`src/rtl/pipe_stall_ctrl_pkg.sv`:
```
// Shared definitions for the pipeline stall/flush controller and the forwarding unit.
// Holds the FSM state encoding and the forward-source codes.
package pipe_stall_ctrl_pkg;

  typedef enum logic [1:0] {
    RUN      = 2'd0,
    LU_STALL = 2'd1,
    MEM_WAIT = 2'd2,
    FLUSH    = 2'd3
  } state_e;

  localparam logic [1:0] FWD_NONE    = 2'b00;
  localparam logic [1:0] FWD_EXU     = 2'b01;
  localparam logic [1:0] FWD_MEM_ALU = 2'b10;
  localparam logic [1:0] FWD_MEM_LD  = 2'b11;

  // A source needs the EXU result only when it is read and forwarded from EXU.
  function automatic logic needs_exu(input logic used, input logic [1:0] choice);
    return used && (choice == FWD_EXU);
  endfunction

endpackage

```
`src/rtl/pipe_stall_ctrl_sat_counter.sv`:
```
// Saturating up-counter: counts inc cycles, sticks at all-ones instead of wrapping.
module sat_counter #(
  parameter int WIDTH = 32
) (
  input  logic             clk,
  input  logic             rst,
  input  logic             clr,
  input  logic             inc,
  output logic [WIDTH-1:0] count
);

  logic [WIDTH-1:0] count_r;

  // Count register with async reset and synchronous clear.
  always_ff @(posedge clk or posedge rst) begin
    if (rst) begin
      count_r <= '0;
    end else if (clr) begin
      count_r <= '0;
    end else if (inc && (count_r != {WIDTH{1'b1}})) begin
      count_r <= count_r + WIDTH'(1);
    end else begin
      count_r <= count_r;
    end
  end

  assign count = count_r;

endmodule

```
`src/rtl/pipe_stall_ctrl.sv`:
```
// Pipeline hazard controller: load-use bubbles, memory-wait stalls and redirect flushes.
// Outputs are Mealy (state + inputs); stall_cnt counts cycles lost in ID.
module pipe_stall_ctrl
  import pipe_stall_ctrl_pkg::*;
#(
  parameter int FLUSH_CYC = 1,
  parameter int CNT_W     = 32
) (
  input  logic             clk,
  input  logic             rst,
  input  logic [1:0]       IDU_rs1_choice,
  input  logic [1:0]       IDU_rs2_choice,
  input  logic             IDU_rs1_used,
  input  logic             IDU_rs2_used,
  input  logic             IDU_valid,
  input  logic             EXU_mem_ren,
  input  logic             EXU_redirect,
  input  logic             MEM_req_valid,
  input  logic             MEM_req_ready,
  output logic             IFU_stall,
  output logic             IDU_stall,
  output logic             EXU_stall,
  output logic             MEM_stall,
  output logic             EXU_bubble,
  output logic             IFU_flush,
  output logic             IDU_flush,
  output logic [CNT_W-1:0] stall_cnt
);

  localparam logic [2:0] FLUSH_LD = 3'(FLUSH_CYC);

  state_e     state_r, state_s;
  logic [2:0] flush_cnt_r, flush_cnt_s;
  logic       mem_wait_s, load_use_s, load_use_act_s, flush_hold_s;

  assign mem_wait_s = MEM_req_valid && !MEM_req_ready;
  assign load_use_s = IDU_valid && EXU_mem_ren &&
                      (needs_exu(IDU_rs1_used, IDU_rs1_choice) ||
                       needs_exu(IDU_rs2_used, IDU_rs2_choice));
  // One bubble per load: the cycle after a load-use stall ignores the hazard.
  assign load_use_act_s = load_use_s && (state_r != LU_STALL);
  // A nonzero count survives memory waits, so flushing resumes where it left off.
  assign flush_hold_s   = (flush_cnt_r != 3'd0);

  // State and flush-count registers.
  always_ff @(posedge clk or posedge rst) begin
    if (rst) begin
      state_r     <= RUN;
      flush_cnt_r <= 3'd0;
    end else begin
      state_r     <= state_s;
      flush_cnt_r <= flush_cnt_s;
    end
  end

  // Next-state logic in priority order.
  always_comb begin
    state_s     = state_r;
    flush_cnt_s = flush_cnt_r;
    if (mem_wait_s) begin
      state_s = MEM_WAIT;
    end else if (EXU_redirect) begin
      flush_cnt_s = FLUSH_LD;
      state_s     = (FLUSH_LD != 3'd0) ? FLUSH : RUN;
    end else if (load_use_act_s) begin
      state_s = LU_STALL;
    end else if (flush_hold_s) begin
      flush_cnt_s = flush_cnt_r - 3'd1;
      state_s     = (flush_cnt_r == 3'd1) ? RUN : FLUSH;
    end else begin
      state_s = RUN;
    end
  end

  // Output decode; reset forces everything low regardless of inputs.
  always_comb begin
    IFU_stall  = 1'b0;
    IDU_stall  = 1'b0;
    EXU_stall  = 1'b0;
    MEM_stall  = 1'b0;
    EXU_bubble = 1'b0;
    IFU_flush  = 1'b0;
    IDU_flush  = 1'b0;
    if (rst) begin
      IFU_stall = 1'b0;
    end else if (mem_wait_s) begin
      IFU_stall = 1'b1;
      IDU_stall = 1'b1;
      EXU_stall = 1'b1;
      MEM_stall = 1'b1;
    end else if (EXU_redirect) begin
      IFU_flush  = 1'b1;
      IDU_flush  = 1'b1;
      EXU_bubble = 1'b1;
    end else if (load_use_act_s) begin
      IFU_stall  = 1'b1;
      IDU_stall  = 1'b1;
      EXU_bubble = 1'b1;
    end else if (flush_hold_s) begin
      IDU_flush = 1'b1;
    end else begin
      IDU_flush = 1'b0;
    end
  end

  sat_counter #(.WIDTH(CNT_W)) u_stall_cnt (
    .clk   (clk),
    .rst   (rst),
    .clr   (1'b0),
    .inc   (IDU_stall || IDU_flush),
    .count (stall_cnt)
  );

endmodule
```
`config.mk`:
```
export PLATFORM = sky130hd
export DESIGN_NAME = pipe_stall_ctrl
export DESIGN_NICKNAME = d
export VERILOG_FILES = /design/src/rtl/pipe_stall_ctrl_pkg.sv /design/src/rtl/pipe_stall_ctrl_sat_counter.sv /design/src/rtl/pipe_stall_ctrl.sv
export SDC_FILE = /design/constraint.sdc
export NUM_CORES = 1
export LEC_CHECK = 0
export CAP_MARGIN = 15
export CORE_UTILIZATION = 48
export DETAILED_ROUTE_END_ITERATION = 6
export PLACE_DENSITY = 0.84
export SYNTH_ARGS = -nofsm -noshare
export SYNTH_HDL_FRONTEND = slang
export SYNTH_SLANG_ARGS = --single-unit
```
`constraint.sdc`:
```
create_clock -name clk -period 9.8 [get_ports clk]
set_input_delay 2.94 -clock clk [delete_from_list [all_inputs] [get_ports clk]]
set_output_delay 2.94 -clock clk [all_outputs]
set_load 0.03 [all_outputs]
```
==> results of run 1 <==
## worst register-to-register path: cells and delay by family (launching register included)
family	cells	cell delay (ns)
flip-flops	1	0.43
AND/OR/NAND/NOR	4	1.00
multiplexers	1	0.35
adder cells (fa/ha/maj)	1	0.43
## cell type report
type | count | area [sq um] | area share, %
Multi-Input combinational cell | 157 | 1107 | 40.67
Sequential cell | 37 | 925.9 | 34.01
Timing Repair Buffer | 52 | 518.0 | 19.03
Clock buffer | 6 | 72.57 | 2.665
Tap cell | 50 | 62.56 | 2.298
Inverter | 7 | 26.28 | 0.9651
Clock inverter | 2 | 10.01 | 0.3676
## metrics by stage
| step | hold slack (ns) | instance area (sq um) | total power (W) | std cells |
|---|---|---|---|---|
| CTS | 0.4937 | 2723 | 0.0004581 | 311 |
| global placement | 0.4760 | 2640 | 0.0003497 | 303 |
| global route | 0.5193 | 2723 | 0.0004840 | 311 |
| finish | 0.4865 | 2723 | 0.0004544 | 311 |
| floorplan | 0.4561 | 2111 | 0.0002997 | 209 |
| detailed placement | 0.4824 | 2640 | 0.0003545 | 303 |
## power breakdown
part	switching (W)	internal, W
clock network	0.0000526	0.0000492
registers	0.0000246	0.000175
logic	0.0000881	0.0000649
## routing by layer
| metal | GRT usage, % | share of wire (%) |
|---|---|---|
| met5 | 0 | 0 |
| met3 | 5.667 | 5.1 |
| met2 | 37.01 | 49 |
| met1 | 29.34 | 45 |
| met4 | 9.896 | 1.5 |
## cells by family (layout without fill, tap and decap cells)
group                    after synthesis  count (layout)  synth area share (%)
XOR/XNOR                              27              27                 11.20
buffers and inverters                 15              67                 3.675
AND/OR/NAND/NOR                      104             104                 28.69
multiplexers                           4               4                 2.075
AO/OA/AOI/OAI                         18              18                 8.121
adder cells (fa/ha/maj)                4               4                 2.371
flip-flops                            37              37                 43.86
## registers in the layout (all words and copies together) (netlist names)
signal             count
flush_cnt_r            3
u_stall_cnt.count     32
state_r                2
## synth_stat cells, drive strengths merged (2+ instances only)
library cell and number:
inv 7, nand2b 3, nand2 12, nand3 21, dfrtp 37, nand4 17, buf 5, nor2 13
and2 6, mux2 3, o2111ai 4, nor4 2, nor3 5, and4 7, a2111oi 2, xnor2 27
and3 12, nand3b 2, clkbuf 3, ha 4, o21ai 3, a21oi 4
## worst paths after layout
| check | from | end | slack (ns) |
|---|---|---|---|
| setup / recovery | IDU_rs2_choice[1] | IDU_flush | 1.65 |
| hold / removal | u_stall_cnt.count[28] | u_stall_cnt.count[28] | 0.49 |
| setup reg to reg | u_stall_cnt.count[0] | u_stall_cnt.count[1] | 7.50 |
| hold reg to reg | u_stall_cnt.count[28] | u_stall_cnt.count[28] | 0.49 |
| max in group asynchronous | rst | u_stall_cnt.count[27] | 6.06 |
| min in group asynchronous | rst | state_r[1] | 3.42 |
## cell usage in the layout, fill, tap and decap left out, drive strengths merged
cell	n
nor3	5
nand3b	2
inv	7
a21boi	1
nor4b	1
a41oi	1
o2bb2ai	1
mux2i	1
o21ai	3
and3	12
clkinv	2
and4	7
a2111oi	2
nand2b	3
and2b	1
ha	4
xnor2	27
o2111ai	4
a21oi	4
o21a	1
nand3	21
clkdlybuf4s50	51
nand4	17
clkbuf	6
dfrtp	37
and2	6
mux2	3
nor2b	1
nor2	13
a221o	1
nand2	12
nor4	2
buf	1
or3	1
==> run metrics, run 1 <==
status=finished clean; Vias=between 1500 and 2000; Yosys reg bits=37; top-level I/O count=52; first-pass iteration count of the detailed router=4; slowest stage delay, CP=0.70 ns; ys flop type=dfrtp_1; cell area after synthesis=~2100 sq um; Final ANT Viol Nets=0; Yosys top cell by area=dfrtp_1; Max VDD drop=143.0 uV; crit-path max FO=9; Die H=between 60 and 70 um; Mapped Cells=around 210; CTS resizes=0; Crit path max-delay family=buffers and inverters; setup slack after layout=between 1.5 and 2 ns; layout cells sized above 1=6.513%; GRT Util Overall=23.09%; num rows=23; Syn Area/Cell=a little over 10 sq um; CP dominant cell by count=clkdlybuf4s50_1; CTS Sinks=37; setup TNS=0 ns; critical path depth in cells=7; leakage=between 1 and 1.5 nW; Pins Over Slew Limit=0; Final Critical Period=about 8 ns; CTS buffer count=5; initial DRC count=between 100 and 150; initial core utilization=just over 50%; CTS Hold Bufs=0; syn nets=approximately 230; fin crit share=83.18%; Worst Setup End Kind=output pin; Root Buffer=clkbuf_8; Seq/Total Area, Yosys=a little over two fifths; Core Util, Final=approximately two thirds; WL per Instance=between 15 and 20 um; hpwl dp=approximately 3400 um; initial antenna violation count=0; IO buf count=51; Tightest Hold Check Type=reg -> reg; worst endpoint required time=a little under 7 ns; Post-synth EDFFs=0; Clock Latency Late Sink=between 0.2 and 0.3 ns; Total Wirelength=about 4700 um; RSZ-0062 raised after global routing=no; layout net count=about 280; Max Cap Viol=0; post-placement setup slack=roughly 1.7 ns; Critical Path, Cell by Cell=clkdlybuf4s50_1 > nand3b_1 > a221o_1 > a21boi_0 > nor2_1 > nor3_1 > clkdlybuf4s50_1; Layout area overhead=28.99%; Antenna Cells=0; H-tree depth=2; Core Region=slightly above 4000 sq um; Die W=68.32 um; FILL cells=about 350; drt drc=0; first-pass GRT wire length=7955 um; largest net degree at the start of global routing=38; top post-synthesis cells by area=dfrtp_1 44%, xnor2_1 11%, nand3_1 5.0%; asr flop ratio synth=100.0%; Yosys Warn Count=0; worst hold path cell count=1; Worst Skew=0.006480 ns; vias in the first global route=approximately 1800; Placer Congestion=around 0.8; vias per cell=between 5 and 6; Worst Reg-to-Reg Cells=6; CTS tree=done; share of the synthesized area in the top cell type=43.86%; # setup viols final=0; postcts setup bufs=0; grt ovf=0; synth unique cells=38; Clock Path Buffers=2; Die ar.=roughly 4700 sq um; Final Hold Fails=0; Worst Path Buf+Inv=2; CP Data Arrival Time=about 5.2 ns; Fmax achieved=~120 MHz; Crit-path slowest cell=clkdlybuf4s50_1; worst-margin pin slew=0.7949 ns; clk slew on worst S/H paths=0.07 ns; type of origin of the critical path=input pin; Slew HR=between 40% and 50%; PwrDens=between 150 and 200 nW/um^2; worst setup path class=in -> out
No activity file was read; power rests on OpenSTA's default activity.
==> inputs of run 2 (changes only) <==
--- a/config.mk
+++ b/config.mk
@@ -6,9 +6,9 @@
 export NUM_CORES = 1
 export LEC_CHECK = 0
 export CAP_MARGIN = 15
-export CORE_UTILIZATION = 48
+export CORE_UTILIZATION = 44
 export DETAILED_ROUTE_END_ITERATION = 6
-export PLACE_DENSITY = 0.84
+export PLACE_DENSITY = 0.81
 export SYNTH_ARGS = -nofsm -noshare
 export SYNTH_HDL_FRONTEND = slang
 export SYNTH_SLANG_ARGS = --single-unit
==> constraint.sdc (replaced) <==
create_clock -name clk -period 7.2 [get_ports clk]
set_input_delay 2.16 -clock clk [delete_from_list [all_inputs] [get_ports clk]]
set_output_delay 2.16 -clock clk [all_outputs]
set_load 0.03 [all_outputs]
==> run 2 against run 1 <==
Compared with the run above: the run now ends with DRC left; critical path type unchanged; worst setup slack got worse by 1.0 ns; clock skew is 0.0046 ns lower; critical endpoint unchanged; sequential share of layout area shrank 0.66 points; critical path depth stayed put; via count fell by 1.9%; largest power group unchanged; register-to-register slack lost 2.6 ns; clock power increased by 110%; die area rose by 8.8%; sequential power grew 36%; routed wire length down 1.2%.
==> run metrics, run 2 (same netlist as run 1, synthesis figures left out) <==
type of origin of the critical path=input pin; Clock Latency Late Sink=~0.29 ns; FILL cells=between 300 and 400; status=finished, violations left; postcts setup bufs=0; CTS Sinks=37; Metal-1 WL=2158 um; CTS tree=done; non-filler instance count after layout=approximately 310; Clock Path Buffers=2; Core Region=between 4000 and 5000 sq um; Die W=roughly 71 um; num rows=24; CP dominant cell by count=clkdlybuf4s50_1; IO buf count=51; met3 wire length=between 200 and 300 um; Pwr Total=about 0.00070 W; Die H=71.26 um; CTS buffer count=5; H-tree depth=2; initial antenna violation count=0; Worst Setup End Kind=output pin; PwrDens=about 250 nW/um^2; worst setup path class=in -> out; Cells after DPL=roughly 300; grt ovf=0; first-pass GRT wire length=about 8000 um; Final Hold Fails=0; clk slew on worst S/H paths=0.08 ns; Largest register FFs=32; Top Metal Used=met4; Fmax achieved=~150 MHz; crit-path max FO=9; fin crit share=91.56%; Layout area overhead=31.54%; Max Cap Viol=0; CTS Hold Bufs=0; Slew HR=about half; vias in the first global route=1677; CTS resizes=0; Final Critical Period=~6.6 ns; leakage=1.114 nW; failing checks=DRC; slowest stage delay, CP=about 0.70 ns; WL per Instance=about 15 um; Root Buffer=clkbuf_8; Worst Path Buf+Inv=2; Crit-path slowest cell=clkdlybuf4s50_1; vias per cell=5.696; worst-margin pin slew=about 0.77 ns; worst endpoint required time=5.04 ns; met2 wire len=between 2000 and 2500 um; Final ANT Viol Nets=0; initial DRC count=130; Critical Path, Cell by Cell=clkdlybuf4s50_1 > nand3b_1 > a221o_1 > a21boi_0 > nor2_1 > nor3_1 > clkdlybuf4s50_1; initial core utilization=approximately 47%; largest net degree at the start of global routing=38; first-pass iteration count of the detailed router=7; GRT Util Overall=20.08%; Crit path max-delay family=buffers and inverters; RSZ-0062 raised after global routing=no; CP Data Arrival Time=about 4.4 ns; top-level I/O count=52; Die ar.=5078 sq um; # setup viols final=0; hpwl dp=3326 um; Total Wirelength=roughly 4700 um; setup TNS=0 ns; Placer Congestion=0.8298; Vias=1783; layout cells sized above 1=a little under 7%; layout net count=277; Max VDD drop=190.5 uV; Pins Over Slew Limit=0; Antenna Cells=0; Worst Skew=~0.0018 ns; drt drc=5; commonest non-fill, non-tap cell in the layout=clkdlybuf4s50_1; most frequent cells in the layout=51 x clkdlybuf4s50_1, 37 x dfrtp_1, 27 x xnor2_1, 21 x nand3_1, 16 x nand4_1; Tightest Hold Check Type=reg -> reg
## run 2: worst paths after layout
path                                       start                     to  slack (ns)  cells after the start
setup / recovery               IDU_rs2_choice[1]              IDU_flush        0.61                      7
hold / removal             u_stall_cnt.count[28]  u_stall_cnt.count[28]        0.49                      1
setup reg to reg            u_stall_cnt.count[0]   u_stall_cnt.count[1]        4.87                      6
hold reg to reg            u_stall_cnt.count[28]  u_stall_cnt.count[28]        0.49                      1
max in group asynchronous                    rst         flush_cnt_r[0]        4.22                      3
min in group asynchronous                    rst             state_r[0]        2.65                      3
## run 2: cell type report
cell class / count / area (sq um) / area share, %
inverters: 7 / 26.28 / 0.9464
repair buffers: 52 / 518.0 / 18.66
well taps: 52 / 65.06 / 2.343
multi-input cells: 157 / 1107 / 39.88
clock inverters: 3 / 65.06 / 2.343
clock buffers: 5 / 68.82 / 2.479
flip-flops and latches: 37 / 925.9 / 33.35
## run 2: metal layers
| metal | GRT usage (%) | vias up |
|---|---|---|
| met4 | 4.667 | 0 |
| li1 | - | 864 |
| met1 | 27.32 | 857 |
| met3 | 5.626 | 6 |
| met5 | 0 | - |
| met2 | 32.06 | 56 |
## run 2: power by group
part | total [W] | switching [W] | internal (W)
Clock | 0.000216 | 0.0000783 | 0.000138
Sequential | 0.000272 | 0.0000345 | 0.000238
Combinational | 0.000209 | 0.000120 | 0.0000885
Total | 0.000697 | 0.000233 | 0.000464
## run 2: metrics by stage
| stage | area, sq um | worst slack [ns] | util, % | hold slack, ns |
|---|---|---|---|---|
| 2_1_floorplan | 2111 | 1.356 | - | 0.4561 |
| 3_3_place_gp | 2643 | 0.6724 | 59.06 | 0.4769 |
| 3_5_place_dp | 2643 | 0.6100 | 59.06 | 0.4924 |
| 4_1_cts | 2776 | 0.5997 | 62.05 | 0.5058 |
| 5_1_grt | 2776 | 0.4386 | 62.05 | 0.5280 |
| 6_report | 2776 | 0.6074 | 62.05 | 0.4946 |
